$ cat src/rtl/kw_pipe_credit_ctrl.sv
// kw_pipe_credit_ctrl: credit-gated valid/ready wrapper around a fixed-latency, non-stallable pipeline.
// In-flight beats are tracked by a valid shift register and land in an in-order skid buffer.
module kw_pipe_credit_ctrl #(
    parameter int DATA_WIDTH = 16,
    parameter int DEPTH      = 2,
    parameter int BUF_DEPTH  = 4,
    localparam int CW        = $clog2(BUF_DEPTH + 1)
) (
    input  logic                  clock,
    input  logic                  reset_n,
    input  logic                  in_valid,
    output logic                  in_ready,
    input  logic [DATA_WIDTH-1:0] in_data,
    output logic [DATA_WIDTH-1:0] pipe_a,
    input  logic [DATA_WIDTH-1:0] pipe_b,
    output logic                  out_valid,
    input  logic                  out_ready,
    output logic [DATA_WIDTH-1:0] out_data,
    output logic [CW-1:0]         credits,
    output logic                  busy
);
    localparam int PW = BUF_DEPTH > 1 ? $clog2(BUF_DEPTH) : 1;

    logic [DEPTH-1:0]      vld_q, vld_d;
    logic [DEPTH:0]        vld_sh;
    logic [PW-1:0]         wptr_q, wptr_d, rptr_q, rptr_d;
    logic [CW-1:0]         count_q, count_d, credits_q, credits_d;
    logic [DATA_WIDTH-1:0] mem_q [BUF_DEPTH];
    logic                  issue, pop, wr;

    // Pointers wrap explicitly so BUF_DEPTH need not be a power of two.
    function automatic logic [PW-1:0] inc(input logic [PW-1:0] p);
        return p == PW'(BUF_DEPTH - 1) ? '0 : p + 1'b1;
    endfunction

    assign in_ready  = credits_q != '0;
    assign issue     = in_valid & in_ready;
    assign out_valid = count_q != '0;
    assign pop       = out_valid & out_ready;
    assign wr        = vld_q[DEPTH-1];
    assign pipe_a    = issue ? in_data : '0;
    assign out_data  = mem_q[rptr_q];
    assign credits   = credits_q;
    assign busy      = (|vld_q) | out_valid;

    always_comb begin
        vld_sh    = {vld_q, issue};
        vld_d     = vld_sh[DEPTH-1:0];
        wptr_d    = wr ? inc(wptr_q) : wptr_q;
        rptr_d    = pop ? inc(rptr_q) : rptr_q;
        count_d   = count_q + CW'(wr) - CW'(pop);
        credits_d = credits_q - CW'(issue) + CW'(pop);
    end

    always_ff @(posedge clock or negedge reset_n) begin
        if (!reset_n) begin
            vld_q     <= '0;
            wptr_q    <= '0;
            rptr_q    <= '0;
            count_q   <= '0;
            credits_q <= CW'(BUF_DEPTH);
        end else begin
            vld_q     <= vld_d;
            wptr_q    <= wptr_d;
            rptr_q    <= rptr_d;
            count_q   <= count_d;
            credits_q <= credits_d;
        end
    end

    // Payload storage is left unreset; out_data is only meaningful while out_valid.
    always_ff @(posedge clock) begin
        if (wr) mem_q[wptr_q] <= pipe_b;
    end
endmodule
$ cat config.mk
export PLATFORM = sky130hd
export DESIGN_NAME = kw_pipe_credit_ctrl
export DESIGN_NICKNAME = d
export VERILOG_FILES = /design/src/rtl/kw_pipe_credit_ctrl.sv
export SDC_FILE = /design/constraint.sdc
export NUM_CORES = 1
export LEC_CHECK = 0
export CAP_MARGIN = 20
export CORE_MARGIN = 5
export CORE_UTILIZATION = 35
export CTS_BUF_LIST = sky130_fd_sc_hd__clkbuf_8 sky130_fd_sc_hd__clkbuf_16
export CTS_CLUSTER_DIAMETER = 150
export CTS_CLUSTER_SIZE = 28
export DETAILED_ROUTE_END_ITERATION = 6
export PLACE_DENSITY = 0.69
export SLEW_MARGIN = 20
export SYNTH_ARGS = -nofsm -noshare
export SYNTH_HDL_FRONTEND = slang
export SYNTH_SLANG_ARGS = --single-unit
$ cat constraint.sdc
create_clock -name clock -period 4.8 [get_ports clock]
set_input_delay 1.44 -clock clock [delete_from_list [all_inputs] [get_ports clock]]
set_output_delay 1.44 -clock clock [all_outputs]
set_load 0.01 [all_outputs]
== Yosys cells after proc, flatten, opt, wreduce, memory -nomap -nowiden ==
Memory sizes are Yosys's and may differ from the RTL's.
Index checks and enable logic that the tools add are counted.

* Bits in registers: 12
* RAM bits: 64
* Input bits: 36
* Output and inout bits: 38
* Word-level logic and storage cells: 25
* Memories kept: 1

{| class="wikitable"
|+ Memory list
! memory !! words !! width !! read ports !! clocked after Yosys merged registers in !! write ports !! RTL line !! source
|-
| mem_q || 4 || 16 || 1 || 0 || 1 || 28 || <nowiki>logic [DATA_WIDTH-1:0] mem_q [BUF_DEPTH];</nowiki>
|}

* $add $sub $neg: 6
* Equal/unequal tests: 2
* Muxes and demuxes: 5
* Bitwise logic cells: 3
* Reductions and logical operators: 3

{| class="wikitable"
|+ Operators by type and width
! cell !! count
|-
| 2-to-1 mux 16 bit || 1
|-
| adder 3 x 1 -> 3 bit || 2
|-
| nonzero test 3 bit || 2
|-
| subtractor 3 x 1 -> 3 bit || 2
|-
| adder 2 x 1 -> 2 bit, second input constant || 2
|-
| equality test 2 bit, second input constant || 2
|-
| 2-to-1 mux 2 bit || 2
|-
| AND 1 bit || 2
|-
| 2-to-1 mux 1 bit || 2
|-
| OR reduction 2 bit || 1
|-
| OR 1 bit || 1
|}

== Logic depth before layout (Yosys ltp) ==
Gate-level depths: netlist of run 1.

* Word-level depth: 4
* Depth in mapped cells: 8
* Gate-level depth less buffers: 8

== Least setup slack after synthesis of run 1 ==
No wires, ideal clock.

* Kind: input to output
* Start: input in_valid
* End: output pipe_a[10]
* Arrival time: 1.978 ns
* Data required time: 3.360 ns
* Slack: 1.382 ns
* Cell stages on the path: 3
* Buffers on the path: 1
* Path through: o31a_1 -> buf_2 -> and2_1

* Longest elaborated chain between the ends: 2

{| class="wikitable"
|+ Ends and longest elaborated chain
! item !! RTL line !! source
|-
| start, declared || 11 || <nowiki>input logic in_valid,</nowiki>
|-
| AND 1 bit || 37 || <nowiki>assign issue = in_valid & in_ready;</nowiki>
|-
| named net issue || 29 || <nowiki>logic issue, pop, wr;</nowiki>
|-
| 2-to-1 mux 16 bit || 41 || <nowiki>assign pipe_a = issue ? in_data : '0;</nowiki>
|-
| end, declared || 14 || <nowiki>output logic [DATA_WIDTH-1:0] pipe_a,</nowiki>
|}

The timed path passes the listed nets, and every way through them passes these cells.

== Worst setup path in the final report of run 1 ==
* Start: input in_valid
* End: output pipe_a[14]

* Longest elaborated chain between the ends: 2

{| class="wikitable"
|+ Ends and longest elaborated chain
! item !! RTL line
|-
| AND 1 bit || 37
|-
| 2-to-1 mux 16 bit || 41
|}

Every way passes these cells.

==> results of run 1 <==
[power groups by stage]
stage	registers [mW]	logic [mW]	clock network (mW)
2_1_floorplan	0.951	0.506	0
3_3_place_gp	1.03	0.779	0
5_1_grt	1.04	0.851	0.576
4_1_cts	1.02	0.799	0.542
3_5_place_dp	1.03	0.798	0
6_report	1.01	0.776	0.528
[final timing paths]
path | to | depth (start not counted)
max | pipe_a[14] | 4
max in group asynchronous | wptr_q[1]$_DFFE_PN0P_ | 1
min reg2reg | vld_q[1]$_DFF_PN0_ | 0
min in group asynchronous | vld_q[0]$_DFF_PN0_ | 1
min | vld_q[1]$_DFF_PN0_ | 0
max reg2reg | credits[2]$_DFF_PN1_ | 7
[through the flow]
step           hold slack [ns]  std cells  total power, mW   util  area (um^2)
6_report                 0.381        346             2.32  0.477         4140
5_1_grt                  0.400        346             2.47  0.477         4140
3_5_place_dp             0.363        330             1.83  0.451         3920
3_3_place_gp             0.352        330             1.81  0.451         3920
4_1_cts                  0.381        346             2.36  0.477         4140
2_1_floorplan            0.348        154             1.46      -         3100
[layer usage]
layer,track usage,wire length (um),vias up
met5,0,0,-
li1,-,-,754
met2,0.167,2680,68
met3,0.0447,445,8
met4,0.0555,96,0
met1,0.128,2280,810
[registers in the layout, indices dropped and copies added (netlist names)]
register,flops
vld_q,2
wptr_q,2
rptr_q,2
count_q,3
mem_q,64
credits,3
[cell families after synthesis]
group,count (synthesis),synth area share
buf+inv,15,0.0271
compound gates,4,0.00889
mux,18,0.133
flops,76,0.718
fa+ha+maj,11,0.0493
xor+xnor,4,0.0113
simple gates,26,0.0517
[cells in the mapped netlist, drive strengths merged]
library cell  count  share of area
xnor2             4          0.011
dfstp             1         0.0085
mux4             16           0.13
o21ai             2         0.0032
edfxtp           64           0.62
buf               5          0.015
and2             20          0.040
nor2              1         0.0012
o31a              2         0.0057
fa                2          0.013
ha                9          0.036
dfrtp            11          0.089
mux2              2         0.0073
nand2             1         0.0012
inv              10          0.012
or3b              1         0.0028
or3               3         0.0061
[area by class of cell]
type | count | share of cell area
Timing Repair Buffer | 73 | 0.176
Clock buffer | 9 | 0.0299
Sequential cell | 76 | 0.537
Clock inverter | 7 | 0.0245
Inverter | 10 | 0.00907
Multi-Input combinational cell | 63 | 0.190
Tap cell | 108 | 0.0326
==> results.txt, run 1 <==
Status: finished clean
Resized Gates After CTS: 0
Total half-perimeter wirelength after legalization and detailed placement: 3810 um
Sum of negative setup slack: 0 ns
Core footprint: 8680 um^2
Number of buffers on the longest clock path: 2
Startpoint of the tightest hold check path: vld_q[0]$_DFF_PN0_
Slowest cell delay on critical path: 0.54 ns
Launch point of the critical path: in_valid
R2r setup slk: 2.62 ns
Portion of total power attributed to the clock network: 0.228
Cell family with most CP delay: buffers and inverters
Average cell area after synthesis: 20.1 um^2
Mapped Cells: 154
Crit Path Class: in2out
Area of the multi-input gates: 788 um^2
Post-route minimum period: 4.50 ns
Via count of the first global-routing pass: 1825
CP Buf/Inv Count: 2
Worst voltage drop across the vdd grid: 238 uV
Clock latency at the later pin of the worst-skew pair: 0.33 ns
Clock-pin slew of the registers on the worst-case setup and hold paths: 0.08 ns
Area delta synth->final: 33.8%
Number of violations of the max-capacitance limit: 0
CTS Sinks: 76
Via count: 1640
Final layout net count: 280
CTS hold repair buffers: 0
Sw Ratio: 0.286
Layout filler cell count: 754
Minimum setup slack in the final design: 0.304 ns
Cell leakage power: 1.48 nW
GRT Resource Usage Total: 0.107
Final-report max-slew violation count: 0
Number of inserted diodes: 0
Number of failing hold endpoints at the final stage: 0
Post-CTS setup repair buffer count: 0
Buffers added on ports: 73
Total wire length after detailed routing: 5500 um
DR vias/cell: 4.74
First-pass GRT wire length: 8940 um
Crit-path slowest cell: sky130_fd_sc_hd__clkdlybuf4s50_1
Data required, critical path: 3.36 ns
Critical path startpoint category: input pin
Arrival time reported for the critical path endpoint: 3.06 ns
Slew of the pin with the lowest slew margin: 1.02 ns
Total standard cell area after synthesis: 3100 um^2
Critical Path, Cell by Cell: clkdlybuf4s50_1, o31a_1, and2_1, clkdlybuf4s50_1
Internal power: 1.65 mW
Worst Hold Class: reg2reg
Startpoint of the worst-slack reg-to-reg timing path: credits[0]$_DFF_PN0_
Routability-driven placement congestion ratio: 0.715
Most common library cell in the layout ignoring fill and taps: sky130_fd_sc_hd__clkdlybuf4s50_1
Peak fanout along the critical path: 18
Fin Clk Skew: 0.00676 ns
GRT Residual Overflow: 0
Area enclosed by the die boundary: 10800 um^2
Element type at the critical path end: output port
Count of TritonRoute iterations in the first routing pass: 4
Power per unit of standard cell area: 559 nW/um^2
Synthesis warning total: 0
Headroom to the max-slew limit: 0.322
Proportion of power drawn by flip-flops and latches: 0.437
Maximum frequency from static timing analysis: 222 MHz
Logic gate share of total power: 0.335
Number of distinct standard cells referenced by the synthesized netlist: 20
I/O pin cnt: 74
P_sw: 663 uW
Post-place setup slack: 0.282 ns
Post-synthesis sequential element count: 76
Commonest non-fill, non-tap cells in the layout: sky130_fd_sc_hd__clkdlybuf4s50_1, sky130_fd_sc_hd__edfxtp_1, sky130_fd_sc_hd__and2_1
Routed wire length per instance: 15.9 um
Horizontal die dimension: 104 um
Setup repair after global routing missed its margin: false
Antenna violations before repair: 0
Number of violations reported at the end of detailed-routing iteration 0: 60
Post-synth net total: 201
Fraction of the yosys area taken by sequential cells: 0.718
Final period utilization: 0.937
Most numerous cell on the critical path: sky130_fd_sc_hd__clkdlybuf4s50_1
DRC errors left: 0
Std-Cell Rows: 34
Die Y-Extent: 104 um
Pin count of the biggest net entering global routing: 20
Number of H-tree levels: 3
Area occupied by registers: 2220 um^2
Total clock buffers created by CTS: 9
Effective utilization at floorplan: 0.357
TritonCTS clock tree: yes
Routed Antenna Nets: 0
CTS root buffer: sky130_fd_sc_hd__clkbuf_8
Final setup violation count: 0
Share of post-route cells with drive strength above 1: 0.113
Note: power is estimated with default switching activity, not from simulation.
==> run 2, diff against run 1 <==
- PLACE_DENSITY: 0.69 -> not set
- clock period: 4.8 -> 5.3 ns (I/O delays scaled with it)
==> results.txt, run 2 (synthesis results as in run 1) <==
Element type at the critical path end: output port
R2r endpoint: credits[2]$_DFF_PN1_
Register with the most flip-flops: mem_q
Post-route minimum period: 4.80 ns
GRT Resource Usage Total: 0.103
Power per unit of standard cell area: 502 nW/um^2
Worst Setup EP: pipe_a[3]
Share of post-route cells with drive strength above 1: 0.109
CTS Sinks: 76
CTS root buffer: sky130_fd_sc_hd__clkbuf_8
Data required, critical path: 3.71 ns
Worst Hold Class: reg2reg
Via count of the first global-routing pass: 1718
R2r setup slk: 3.08 ns
Sum of negative setup slack: 0 ns
Commonest non-fill, non-tap cells in the layout: sky130_fd_sc_hd__clkdlybuf4s50_1, sky130_fd_sc_hd__edfxtp_1, sky130_fd_sc_hd__and2_1
Sum of internal, switching and leakage power: 2.07 mW
Resized Gates After CTS: 0
Layout filler cell count: 747
First-pass GRT wire length: 8650 um
DR vias/cell: 4.59
CTS hold repair buffers: 0
Worst hold margin: 0.373 ns
Routed Antenna Nets: 0
Pin count of the biggest net entering global routing: 19
Setup repair after global routing missed its margin: false
Arrival time reported for the critical path endpoint: 3.21 ns
Number of violations of the max-capacitance limit: 0
Routability-driven placement congestion ratio: 0.694
Status: finished clean
Number of violations reported at the end of detailed-routing iteration 0: 82
Post-route cell area: 4130 um^2
Total wire length after detailed routing: 5360 um
Number of H-tree levels: 3
Clock latency at the later pin of the worst-skew pair: 0.33 ns
Minimum setup slack in the final design: 0.504 ns
Cell Count, Final, Fillers Out: 347
Worst voltage drop across the vdd grid: 232 uV
Slew of the pin with the lowest slew margin: 0.866 ns
Buffers added on ports: 73
I/O pin cnt: 74
Area enclosed by the die boundary: 10800 um^2
Most common library cell in the layout ignoring fill and taps: sky130_fd_sc_hd__clkdlybuf4s50_1
GRT Residual Overflow: 0
Total half-perimeter wirelength after legalization and detailed placement: 3650 um
Post-place setup slack: 0.469 ns
Count of TritonRoute iterations in the first routing pass: 4
Fin Clk Skew: 0.00845 ns
Number of buffers on the longest clock path: 2
Max FFs per register: 64
Routed wire length per instance: 15.4 um
Maximum frequency from static timing analysis: 208 MHz
Area delta synth->final: 33.3%
Crit Path Class: in2out
Critical path startpoint category: input pin
Area post-placement: 3920 um^2
Cell leakage power: 1.47 nW
Peak fanout along the critical path: 18
Total clock buffers created by CTS: 9
Via count: 1591
Horizontal die dimension: 104 um
Launch point of the critical path: in_valid
Final layout net count: 281
Worst reg-to-reg path cell count: 7
Effective utilization at floorplan: 0.357
Final-report max-slew violation count: 0
Antenna violations before repair: 0
Area of the multi-input gates: 788 um^2
Die Y-Extent: 104 um
DRC errors left: 0
Number of failing hold endpoints at the final stage: 0
TritonCTS clock tree: yes
Final period utilization: 0.905
Headroom to the max-slew limit: 0.423
Core footprint: 8680 um^2
Final Util: 0.476
Clock-pin slew of the registers on the worst-case setup and hold paths: 0.07 ns
Startpoint of the worst-slack reg-to-reg timing path: credits[0]$_DFF_PN0_
Number of inserted diodes: 0
Post-placement cell count: 331
Std-Cell Rows: 34
Post-CTS setup repair buffer count: 0
Area occupied by registers: 2220 um^2
Final setup violation count: 0
run 2: per-layer routing:
metal	track usage	up-vias	routed length (um)
met2	0.152	68	2340
met1	0.127	763	2430
met4	0.0416	0	66
li1	-	752	-
met5	0	-	0
met3	0.0559	8	520
run 2: layout make-up:
type                       instances  share of cell area
timing repair buffer              74               0.179
tap                              108              0.0327
multi-input combinational         63               0.191
clock inverter                     7              0.0197
clock buffer                       9              0.0300
sequential                        76               0.539
inverter                          10             0.00909
run 2: worst min path at each step:
stage	start	end	slack, ns	cells past startpoint
after floorplan	vld_q[0]$_DFF_PN0_	vld_q[1]$_DFF_PN0_	0.35	0
after detailed placement	vld_q[0]$_DFF_PN0_	vld_q[1]$_DFF_PN0_	0.36	0
final	vld_q[0]$_DFF_PN0_	vld_q[1]$_DFF_PN0_	0.37	0
after global placement	vld_q[0]$_DFF_PN0_	vld_q[1]$_DFF_PN0_	0.35	0
after global routing	vld_q[0]$_DFF_PN0_	vld_q[1]$_DFF_PN0_	0.38	0
after CTS	vld_q[0]$_DFF_PN0_	vld_q[1]$_DFF_PN0_	0.37	0
run 2: power by group:
group / total, mW / leakage, nW / switching [mW] / internal, mW
sequential: 0.904 / 0.727 / 0.0997 / 0.804
clock: 0.450 / 0.105 / 0.191 / 0.259
combinational: 0.717 / 0.638 / 0.288 / 0.428
total: 2.07 / 1.47 / 0.579 / 1.49
run 2: critical path, cell delays in order:
cell and delay [ns]:
sky130_fd_sc_hd__clkdlybuf4s50_1 0.45, sky130_fd_sc_hd__o31a_1 0.42, sky130_fd_sc_hd__and2_1 0.20, sky130_fd_sc_hd__clkdlybuf4s50_1 0.54
==> run 3, diff against run 2 <==
- CORE_ASPECT_RATIO: not set -> 0.9
==> results.txt, run 3 (synthesis results as in run 1) <==
Status: finished clean
Sw Ratio: 0.285
Arrival time reported for the critical path endpoint: 3.20 ns
Area enclosed by the die boundary: 10800 um^2
Post-route minimum period: 4.79 ns
Final setup violation count: 0
Worst Hold Path EP: vld_q[1]$_DFF_PN0_
R2r setup slk: 3.12 ns
TritonCTS clock tree: yes
Via count of the first global-routing pass: 1799
Crit Path Class: in2out
Internal power: 1.50 mW
Worst voltage drop across the vdd grid: 246 uV
Post-placement cell count: 342
Logic gate share of total power: 0.346
Number of inserted diodes: 0
Resized Gates After CTS: 0
Crit-path slowest cell: sky130_fd_sc_hd__clkdlybuf4s50_1
Power per unit of standard cell area: 504 nW/um^2
Minimum setup slack in the final design: 0.507 ns
Critical path startpoint category: input pin
Horizontal die dimension: 109 um
Commonest non-fill, non-tap cells in the layout: sky130_fd_sc_hd__clkdlybuf4s50_1, sky130_fd_sc_hd__edfxtp_1, sky130_fd_sc_hd__and2_1
Area delta synth->final: 34.1%
Buffers added on ports: 73
Proportion of power drawn by flip-flops and latches: 0.433
Std-Cell Rows: 32
Final Util: 0.482
Count of TritonRoute iterations in the first routing pass: 4
Startpoint of the tightest hold check path: vld_q[0]$_DFF_PN0_
Area post-placement: 3940 um^2
Most common library cell in the layout ignoring fill and taps: sky130_fd_sc_hd__clkdlybuf4s50_1
Headroom to the max-slew limit: 0.413
Final-report max-slew violation count: 0
Share of post-route cells with drive strength above 1: 0.118
Routed Antenna Nets: 0
Startpoint of the worst-slack reg-to-reg timing path: credits[0]$_DFF_PN0_
Sum of negative setup slack: 0 ns
Slowest cell delay on critical path: 0.55 ns
Worst reg-to-reg path cell count: 7
Number of violations of the max-capacitance limit: 0
Hold Crit Depth: 0
Setup repair after global routing missed its margin: false
Max FFs per register: 64
Fin Clk Skew: 0.00853 ns
CTS root buffer: sky130_fd_sc_hd__clkbuf_8
Post-place setup slack: 0.486 ns
Antenna violations before repair: 0
GRT Residual Overflow: 0
GRT Resource Usage Total: 0.109
Post-route cell area: 4150 um^2
DR vias/cell: 4.46
Maximum frequency from static timing analysis: 209 MHz
Final period utilization: 0.904
Total clock buffers created by CTS: 9
Number of H-tree levels: 3
Clock-pin slew of the registers on the worst-case setup and hold paths: 0.07 ns
P_sw: 596 uW
Cell Count, Final, Fillers Out: 357
Element type at the critical path end: output port
First-pass GRT wire length: 8720 um
Most numerous cell on the critical path: sky130_fd_sc_hd__clkdlybuf4s50_1
Effective utilization at floorplan: 0.360
Number of failing hold endpoints at the final stage: 0
Sum of internal, switching and leakage power: 2.09 mW
CTS Sinks: 76
Clock latency at the later pin of the worst-skew pair: 0.34 ns
Via count: 1592
Number of violations reported at the end of detailed-routing iteration 0: 48
Peak fanout along the critical path: 18
CTS hold repair buffers: 0
Routed wire length per instance: 15.4 um
Slew of the pin with the lowest slew margin: 0.881 ns
Number of buffers on the longest clock path: 2
Pin count of the biggest net entering global routing: 19
Data required, critical path: 3.71 ns
Cell family with most CP delay: buffers and inverters
Core footprint: 8610 um^2
I/O pin cnt: 74
Total half-perimeter wirelength after legalization and detailed placement: 3780 um
CP Buf/Inv Count: 2
Die Y-Extent: 99.2 um
Critical Path, Cell by Cell: clkdlybuf4s50_1, o31a_1, and2_1, clkdlybuf4s50_1
Portion of total power attributed to the clock network: 0.221
Total wire length after detailed routing: 5510 um
Cell leakage power: 1.47 nW
Worst Hold Class: reg2reg
DRC errors left: 0
Worst hold margin: 0.370 ns
Post-CTS setup repair buffer count: 0
Final layout net count: 281
R2r endpoint: credits[2]$_DFF_PN1_
Register with the most flip-flops: mem_q
Routability-driven placement congestion ratio: 0.674
[run 3: changes by cell type in the layout (fill, tap and decap cells not counted), sizes merged]
cell | before | now
clkinv | 5 | 3
clkinvlp | 0 | 1
[run 3: how the worst max path moves through the flow]
| stage | start | endpoint | slack (ns) | depth (start not counted) |
|---|---|---|---|---|
| after floorplan | in_valid | pipe_a[10] | 1.58 | 3 |
| after global placement | in_valid | pipe_a[6] | 0.50 | 4 |
| after detailed placement | in_valid | pipe_a[6] | 0.49 | 4 |
| final | in_valid | pipe_a[6] | 0.51 | 4 |
| after CTS | in_valid | pipe_a[6] | 0.48 | 4 |
| after global routing | in_valid | pipe_a[3] | 0.38 | 4 |
[run 3: area by class of cell]
cell class | count | area, um^2
Multi-Input combinational cell | 63 | 788
Tap cell | 119 | 149
Fill cell | 744 | 4460
Clock inverter | 6 | 90.1
Clock buffer | 9 | 124
Inverter | 10 | 37.5
Sequential cell | 76 | 2220
Timing Repair Buffer | 74 | 738
[run 3: worst register-to-register path, cell delays in order, from the launching register on]
cell                      delay [ns]
sky130_fd_sc_hd__dfrtp_1        0.42
sky130_fd_sc_hd__o31a_1         0.47
sky130_fd_sc_hd__ha_1           0.34
sky130_fd_sc_hd__inv_1          0.04
sky130_fd_sc_hd__ha_1           0.18
sky130_fd_sc_hd__fa_1           0.37
sky130_fd_sc_hd__xnor2_1        0.17
sky130_fd_sc_hd__xnor2_1        0.14
[run 3: power by group through the flow]
stage	sequential, mW	combinational (mW)	clock (mW)
finish	0.906	0.723	0.462
global route	0.926	0.791	0.505
CTS	0.911	0.741	0.478
detailed placement	0.922	0.740	0
global placement	0.918	0.731	0
floorplan	0.861	0.458	0
[run 3: layer usage]
metal  global-route usage  wire, um  vias to the layer above  share of wire
met5                    0         0                        -              0
met4               0.0408        74                        0          0.013
met3               0.0610       592                        8           0.11
met2                0.163      2490                       70           0.45
met1                0.130      2360                      765           0.43
li1                     -         -                      749              -
